**src/rtl/uart_pkg.sv**
```systemverilog
// Shared definitions for the UART transmit path: arbiter FSM states,
// byte width and the baud divider values used by benches.
package uart_pkg;

    localparam int unsigned UART_BYTE_W     = 8;
    localparam int unsigned BAUD_DIV_50MHZ  = 434;
    localparam int unsigned BAUD_DIV_200MHZ = 1736;

    typedef enum logic [1:0] {
        IDLE    = 2'd0,
        ISSUE   = 2'd1,
        WAIT_HI = 2'd2,
        WAIT_LO = 2'd3
    } arb_state_e;

endpackage

```
**src/rtl/uart_rr_pick.sv**
```systemverilog
// Combinational round-robin picker: first set bit of (req & mask),
// searching upward from ptr with wrap-around.
module uart_rr_pick #(
    parameter int unsigned NREQ = 4,
    parameter int unsigned ID_W = 2
) (
    input  logic [NREQ-1:0] req_i,
    input  logic [ID_W-1:0] ptr_i,
    input  logic [NREQ-1:0] mask_i,
    output logic            found_o,
    output logic [ID_W-1:0] idx_o
);

    logic [NREQ-1:0] cand;
    logic [NREQ-1:0] rot;

    assign cand = req_i & mask_i;

    always_comb begin
        found_o = 1'b0;
        idx_o   = '0;
        // Rotate so bit 0 is the requester at ptr; the lowest set bit wins.
        rot     = NREQ'({cand, cand} >> ptr_i);
        for (int unsigned k = 0; k < NREQ; k++) begin
            if (!found_o && rot[k]) begin
                found_o = 1'b1;
                idx_o   = ID_W'((32'(ptr_i) + k) % NREQ);
            end
        end
    end

endmodule

```
**src/rtl/uart_tx_arbiter.sv**
```systemverilog
// Round-robin, packet-locking arbiter sharing one uart_writer between NREQ
// byte streams; sequences wr_en/busy one byte at a time with a busy-rise timeout.
module uart_tx_arbiter
    import uart_pkg::*;
#(
    parameter int unsigned NREQ         = 4,
    parameter int unsigned ID_W         = 2,
    parameter int unsigned BUSY_TIMEOUT = 16,
    parameter int unsigned CNT_W        = 16
) (
    input  logic                        clk_i,
    input  logic                        rst_i,
    input  logic [NREQ-1:0]             req_valid_i,
    input  logic [UART_BYTE_W*NREQ-1:0] req_data_i,
    input  logic [NREQ-1:0]             req_last_i,
    output logic [NREQ-1:0]             req_ready_o,
    output logic [UART_BYTE_W-1:0]      wr_din_o,
    output logic                        wr_en_o,
    input  logic                        wr_busy_i,
    output logic [ID_W-1:0]             owner_o,
    output logic                        locked_o,
    output logic                        timeout_err_o,
    output logic [CNT_W-1:0]            tx_count_o
);

    localparam int unsigned TMR_W = (BUSY_TIMEOUT > 2) ? $clog2(BUSY_TIMEOUT) : 1;

    arb_state_e             state_q, state_d;
    logic [ID_W-1:0]        rr_q, rr_d;
    logic [ID_W-1:0]        owner_q, owner_d;
    logic                   locked_q, locked_d;
    logic [UART_BYTE_W-1:0] din_q, din_d;
    logic                   terr_q, terr_d;
    logic [CNT_W-1:0]       cnt_q, cnt_d;
    logic [TMR_W-1:0]       tmr_q, tmr_d;

    logic                   pick_found;
    logic [ID_W-1:0]        pick_idx;
    logic [NREQ-1:0]        pick_mask;
    logic [ID_W-1:0]        pick_ptr;
    logic [NREQ-1:0]        sel_oh;

    // While a packet is open only the owner may be granted.
    assign pick_mask = locked_q ? (NREQ'(1) << owner_q) : '1;
    assign pick_ptr  = locked_q ? owner_q : rr_q;
    assign sel_oh    = NREQ'(1) << pick_idx;

    uart_rr_pick #(
        .NREQ (NREQ),
        .ID_W (ID_W)
    ) u_pick (
        .req_i   (req_valid_i),
        .ptr_i   (pick_ptr),
        .mask_i  (pick_mask),
        .found_o (pick_found),
        .idx_o   (pick_idx)
    );

    always_comb begin
        state_d     = state_q;
        rr_d        = rr_q;
        owner_d     = owner_q;
        locked_d    = locked_q;
        din_d       = din_q;
        terr_d      = terr_q;
        cnt_d       = cnt_q;
        tmr_d       = tmr_q;
        req_ready_o = '0;
        wr_en_o     = 1'b0;
        case (state_q)
            IDLE: begin
                if (pick_found && !rst_i) begin
                    req_ready_o = sel_oh;
                    din_d       = UART_BYTE_W'(req_data_i >> {pick_idx, 3'b000});
                    owner_d     = pick_idx;
                    locked_d    = ~|(req_last_i & sel_oh);
                    if (!locked_q) begin
                        rr_d = (pick_idx == ID_W'(NREQ - 1)) ? '0 : pick_idx + 1'b1;
                    end
                    state_d = ISSUE;
                end
            end
            ISSUE: begin
                wr_en_o = !rst_i;
                cnt_d   = cnt_q + 1'b1;
                tmr_d   = '0;
                state_d = WAIT_HI;
            end
            WAIT_HI: begin
                if (wr_busy_i) begin
                    state_d = WAIT_LO;
                end else begin
                    tmr_d = tmr_q + 1'b1;
                    if (tmr_d == TMR_W'(BUSY_TIMEOUT - 1)) begin
                        terr_d   = 1'b1;
                        locked_d = 1'b0;
                        state_d  = IDLE;
                    end
                end
            end
            WAIT_LO: begin
                if (!wr_busy_i) begin
                    state_d = IDLE;
                end
            end
            default: state_d = IDLE;
        endcase
    end

    always_ff @(posedge clk_i) begin
        if (rst_i) begin
            state_q  <= IDLE;
            rr_q     <= '0;
            owner_q  <= '0;
            locked_q <= 1'b0;
            din_q    <= '0;
            terr_q   <= 1'b0;
            cnt_q    <= '0;
            tmr_q    <= '0;
        end else begin
            state_q  <= state_d;
            rr_q     <= rr_d;
            owner_q  <= owner_d;
            locked_q <= locked_d;
            din_q    <= din_d;
            terr_q   <= terr_d;
            cnt_q    <= cnt_d;
            tmr_q    <= tmr_d;
        end
    end

    assign wr_din_o      = din_q;
    assign owner_o       = owner_q;
    assign locked_o      = locked_q;
    assign timeout_err_o = terr_q;
    assign tx_count_o    = cnt_q;

endmodule

```
**config.mk**
```make
export PLATFORM = sky130hd
export DESIGN_NAME = uart_tx_arbiter
export DESIGN_NICKNAME = d
export VERILOG_FILES = /design/src/rtl/uart_pkg.sv /design/src/rtl/uart_rr_pick.sv /design/src/rtl/uart_tx_arbiter.sv
export SDC_FILE = /design/constraint.sdc
export NUM_CORES = 1
export LEC_CHECK = 0
export CAP_MARGIN = 20
export CORE_MARGIN = 5
export CORE_UTILIZATION = 50
export DETAILED_ROUTE_END_ITERATION = 8
export HOLD_SLACK_MARGIN = 0.1
export PLACE_DENSITY = 0.94
export SYNTH_ARGS = -nofsm -noshare
export SYNTH_HDL_FRONTEND = slang
export SYNTH_SLANG_ARGS = --single-unit
```
**constraint.sdc**
```tcl
create_clock -name clk_i -period 6.85 [get_ports clk_i]
set_clock_uncertainty 0.15 [all_clocks]
set_input_delay 1.37 -clock clk_i [delete_from_list [all_inputs] [get_ports clk_i]]
set_output_delay 1.37 -clock clk_i [all_outputs]
set_load 0.05 [all_outputs]
```
Yosys cells after proc, flatten, opt, wreduce, memory -nomap -nowiden
Index checks and enable logic that the tools add are counted.
Widths: inputs -> output; s select.
{"block": "word_totals", "ram_bits": 0, "ff_bits": 36, "memories": 0, "output_inout_bits": 33, "romBits": 0, "latchBits": 0, "input_bits": 43}
{"block": "op_classes", "n_shift": 4, "n_reduce_logical": 19, "multipliers": 0, "mux": 25, "n_div": 0, "n_eq_ne": 10, "n_lt_le_gt_ge": 0, "n_addsub": 6, "n_bitwise": 4}
{"operator": "$shr 32x5->8", "n": 1}
{"operator": "$mux 2", "n": 10}
{"operator": "$add 16x1->16 const B", "n": 1}
{"operator": "$mux 4", "n": 4}
{"operator": "$reduce_and 3->1", "n": 3}
{"operator": "$and 4x4->4", "n": 2}
{"operator": "$mux 1", "n": 8}
{"operator": "$ne 2x2->1 const B", "n": 4}
{"operator": "$pmux 2 s4", "n": 1}
{"operator": "$pmux 4 s2", "n": 1}
{"operator": "$shl 1x2->4 const A", "n": 2}
{"operator": "$shr 8x2->4", "n": 1}
{"operator": "$eq 2x2->1 const B", "n": 3}
{"operator": "$logic_not 1->1", "n": 5}
{"operator": "$add 2x1->2 const B", "n": 2}
{"operator": "$add 2x2->2 const B", "n": 2}
{"operator": "$add 4x1->4 const B", "n": 1}
{"operator": "$eq 4x4->1 const B", "n": 1}
{"operator": "$logic_and 1x1->1", "n": 4}
{"operator": "$reduce_and 2->1", "n": 2}
{"operator": "$reduce_and 4->1", "n": 1}
{"operator": "$reduce_bool 2->1", "n": 2}
{"operator": "$reduce_or 4->1", "n": 1}
{"operator": "$ne 3x3->1 const B", "n": 1}
{"operator": "other kinds (4)", "n": 5}

Longest topological paths before layout
{"block": "logic_depth", "word_depth": 20, "ltp_mapped": 13, "depth_no_buf": 10}

By module
A second synthesis with hierarchy kept.
{"block": "unflattened", "cells_unflattened": 239, "area_unflattened_um2": 2009.4}
{"mod": "uart_tx_arbiter", "instances": 1, "cells_each": 223, "seq_area_each_um2": 720.7, "area_each_um2": 1913.1}
{"mod": "uart_rr_pick", "instances": 1, "cells_each": 16, "seq_area_each_um2": 0.0, "area_each_um2": 96.3}

Least setup slack after synthesis
Ideal clock, no wire load.
{"block": "synth_timing", "path_kind": "input -> output", "start": "input req_valid_i[1]", "end": "output req_ready_o[1]", "setup_slack_ns": 1.418, "arrival_ns": 3.912, "path_buffers": 3, "cell_stages": 10, "path_cell_list": "buf_2 -> nor3b_1 -> a21oi_1 -> nor4_1 -> or3_1 -> buf_2 -> a21oi_4 -> inv_4 -> buf_4 -> nor3_1"}
{"block": "synth_via", "elab_chain_len": 15, "word_cells_on_any_way": 20}
{"element": "start: declaration", "line_no": "uart_tx_arbiter.sv:13", "rtl": "input logic [NREQ-1:0] req_valid_i,"}
{"element": "$and 4x4->4 (*)", "line_no": "uart_rr_pick.sv:17", "rtl": "assign cand = req_i & mask_i;"}
{"element": "$shr 8x2->4 (*)", "line_no": "uart_rr_pick.sv:23", "rtl": "rot = NREQ'({cand, cand} >> ptr_i);"}
{"element": "$mux 1", "line_no": "uart_rr_pick.sv:25", "rtl": "if (!found_o && rot[k]) begin"}
{"element": "$logic_not 1->1", "line_no": "uart_rr_pick.sv:25"}
{"element": "$logic_and 1x1->1", "line_no": "uart_rr_pick.sv:25"}
{"element": "$mux 1", "line_no": "uart_rr_pick.sv:25"}
{"element": "$logic_not 1->1", "line_no": "uart_rr_pick.sv:25"}
{"element": "$logic_and 1x1->1", "line_no": "uart_rr_pick.sv:25"}
{"element": "$mux 1", "line_no": "uart_rr_pick.sv:25"}
{"element": "$logic_not 1->1", "line_no": "uart_rr_pick.sv:25"}
{"element": "$logic_and 1x1->1", "line_no": "uart_rr_pick.sv:25"}
{"element": "$mux 2 or $mux 1 (tied branches)", "line_no": "uart_rr_pick.sv:25"}
{"element": "$shl 1x2->4 or $logic_and 1x1->1 (tied branches)", "line_no": "uart_tx_arbiter.sv:46, uart_tx_arbiter.sv:72"}
{"element": "$mux 4 (*)", "line_no": "uart_tx_arbiter.sv:72", "rtl": "if (pick_found && !rst_i) begin"}
{"element": "$mux 4 (*)", "line_no": "uart_tx_arbiter.sv:70", "rtl": "case (state_q)"}
{"element": "end: declaration", "line_no": "uart_tx_arbiter.sv:16", "rtl": "output logic [NREQ-1:0] req_ready_o,"}
Every way passes the cells marked *; elsewhere a longest branch is shown, timed or not.

Worst setup path after layout
{"block": "layout_timing", "start": "input req_valid_i[1]", "end": "output req_ready_o[3]"}
Same word-level chain as after synthesis.

==> flow_metrics.py <==
metrics = {
    "status": {
        "status": "complete, no violations",
    },
    "clock_tree": {
        "cts_root_buf": "clkbuf_8",
        "cts_tree": "built",
        "numCtsBuffers": 5,
        "clk_latency_ns": 0.29,
        "clockBufferDepth": 2,
        "cts_hold_buf": 0,
        "cts_max_level": 2,
        "ctsResizeCount": 0,
        "cts_setup_buffers": 0,
        "path_clk_slew_ns": 0.07,
        "cts.sinks": 36,
    },
    "synthesis": {
        "ys_seq_area_share_pct": 31.4,
        "ys_ff_latch": 36,
        "synth_edf_count": 0,
        "synth_area_per_cell_um2": 8.00,
        "synth-warning-count": 0,
        "syn_nets": 334,
        "synthCells": 287,
        "async_flop_share_pct": 0,
        "synth_cell_types": 49,
        "syn_area_mm2": 0.00229,
        "synth-main-ff-cell": "dfxtp_1",
    },
    "global_routing": {
        "grt_usage_pct": 21.6,
        "grt_first_pass_wirelength_um": 10700,
        "met1_usage_pct": 24.3,
        "gr-max-usage-layer": "met2",
        "antenna_found_initial": 0,
        "use_met2_pct": 37.0,
        "globalRouteOverflowTotal": 0,
        "use_met3_pct": 6.13,
        "grt_pass1_vias": 2267,
        "grt_max_degree": 35,
    },
    "place": {
        "port_buffers": 75,
        "place_congestion": 0.944,
        "dp_hpwl_um": 5010,
        "place_area_mm2": 0.00303,
        "post-place-ws_ns": 0.644,
    },
    "route": {
        "dr_total_vias": 2361,
        "viasPerCell": 5.84,
        "drtPass1Iterations": 4,
        "ant_nets": 0,
        "drt_iter0_drc": 111,
        "wl_per_cell_um": 16.6,
        "drc": 0,
        "wirelength_um": 6690,
    },
    "sta": {
        "report.final.setup_viol": 0,
        "max_freq_mhz": 161,
        "hold_ws_ns": 0.295,
        "fin_crit_sh_pct": 90.9,
        "fin_ws_ns": 0.621,
        "max_slew.worst_pin.slew_ns": 0.567,
        "slew_viol_final": 0,
        "tns_ns": 0,
        "max_slew_margin_pct": 62.1,
        "rsz0062_at_grt": "false",
        "hold_viol": 0,
        "timing.final.crit_period_ns": 6.23,
    },
    "floorplanning": {
        "design.die.area_mm2": 0.00604,
        "fp.dieW_um": 77.7,
        "die_h_um": 77.7,
        "fp-row-count": 24,
        "core_mm2": 0.00441,
        "ioPinCount": 76,
        "initial_core_util_pct": 52.0,
    },
    "setup_path": {
        "crit_arrival_ns": 4.71,
        "critPathTopFamily": "buffers and inverters",
        "slowest_delay_ns": 0.80,
        "crit_chain": "clkdlybuf4s50_1, nand2_1, a32oi_1, nor4_1, a311oi_2, a21oi_4, inv_4, ha_1, and2_1, clkdlybuf4s50_1",
        "end_kind": "output pin",
        "slowest_stage": "clkdlybuf4s50_1",
        "required_ns": 5.33,
        "cpMostUsedCell": "clkdlybuf4s50_1",
        "worst-path-buf-inv": 3,
        "cp_max_fo": 20,
        "worstSetupStartpointType": "input pin",
        "crit_type": "in2out",
    },
    "pwr": {
        "vdd_drop_max_mv": 0.177,
        "p_total_mw": 1.00,
        "powerDensity_mw_per_mm2": 323,
        "leakagePower_nw": 1.14,
    },
    "flow_run": {
        "max_cap_viol_count": 0,
    },
    "cells_and_area": {
        "num_antenna_cells": 0,
        "final_area_mm2": 0.00311,
        "syn_to_final_growth_pct": 35.4,
        "final_common_cell": "clkdlybuf4s50_1",
        "drive_gt1_share_pct": 4.55,
        "final_nets": 399,
        "layout_common_cells": "75 x clkdlybuf4s50_1, 36 x dfxtp_1, 34 x nor2_1, 18 x nand2_1, 16 x nand3_1",
    },
    "min_path": {
        "worst_hold_path_type": "reg2reg",
    },
}
[per-stage QoR]
stage	util [%]	std cells
floorplan	-	287
global placement	68.6	397
detailed placement	68.6	397
CTS	70.4	404
global route	70.4	404
finish	70.4	404
[registers in the layout (all words and copies together) (netlist names)]
signal,cells
tmr_q,4
timeout_err_o,1
rr_q,2
owner_o,2
state_q,2
locked_o,1
wr_din_o,8
tx_count_o,16
[Yosys cell counts, types with 5 or more instances]
master | count | share of area, %
nand2b_1 | 8 | 2.2
nor2b_1 | 6 | 1.6
inv_1 | 14 | 2.3
a32oi_1 | 10 | 3.8
o21ai_0 | 9 | 2.0
or3_1 | 7 | 1.9
a211oi_1 | 10 | 3.3
clkbuf_1 | 10 | 1.6
buf_2 | 5 | 1.1
and2_1 | 6 | 1.6
xor2_1 | 9 | 3.4
o211ai_1 | 7 | 2.3
a21oi_1 | 15 | 3.3
nand2_1 | 18 | 2.9
nor2_1 | 34 | 5.6
nand3_1 | 16 | 3.5
mux2i_1 | 14 | 6.1
dfxtp_1 | 36 | 31
[final timing paths]
| check | start | end | slack [ns] | cells past startpoint |
|---|---|---|---|---|
| max | req_valid_i[1] | req_ready_o[3] | 0.62 | 10 |
| min | timeout_err_o | timeout_err_o | 0.29 | 2 |
| max reg2reg | locked_o | locked_o | 3.59 | 10 |
| min reg2reg | timeout_err_o | timeout_err_o | 0.29 | 2 |
[layer usage]
metal	vias up	part of all wire [%]
li1	1157	-
met1	1099	40
met2	82	51
met3	23	5.6
met4	0	3.7
met5	-	0
[layout make-up]
cell class | count | area, um^2
inverter | 15 | 58.8
multi-input combinational | 216 | 1410
clock inverter | 1 | 5.00
timing repair buffer | 78 | 773
sequential | 36 | 721
tap | 52 | 65.1
fill | 352 | 1310
clock buffer | 6 | 72.6
[logic make-up after synthesis]
kind of cell,share of synthesized area [%]
flip-flops,31.4
AO/OA/AOI/OAI,22.7
AND/OR/NAND/NOR,24.4
buffers and inverters,7.09
multiplexers,7.20
XOR/XNOR,4.96
adder cells (fa/ha/maj),2.18
[report_power, final]
part / switching (mW) / internal, mW
Combinational: 0.344 / 0.218
Clock: 0.0723 / 0.0691
Sequential: 0.0552 / 0.244
Total: 0.471 / 0.531
[tightest hold or removal path: stages (launching register included)]
cell	delay [ns]
dfxtp_1	0.31
inv_1	0.05
a21oi_1	0.05
(Power assumes the default switching activity.)
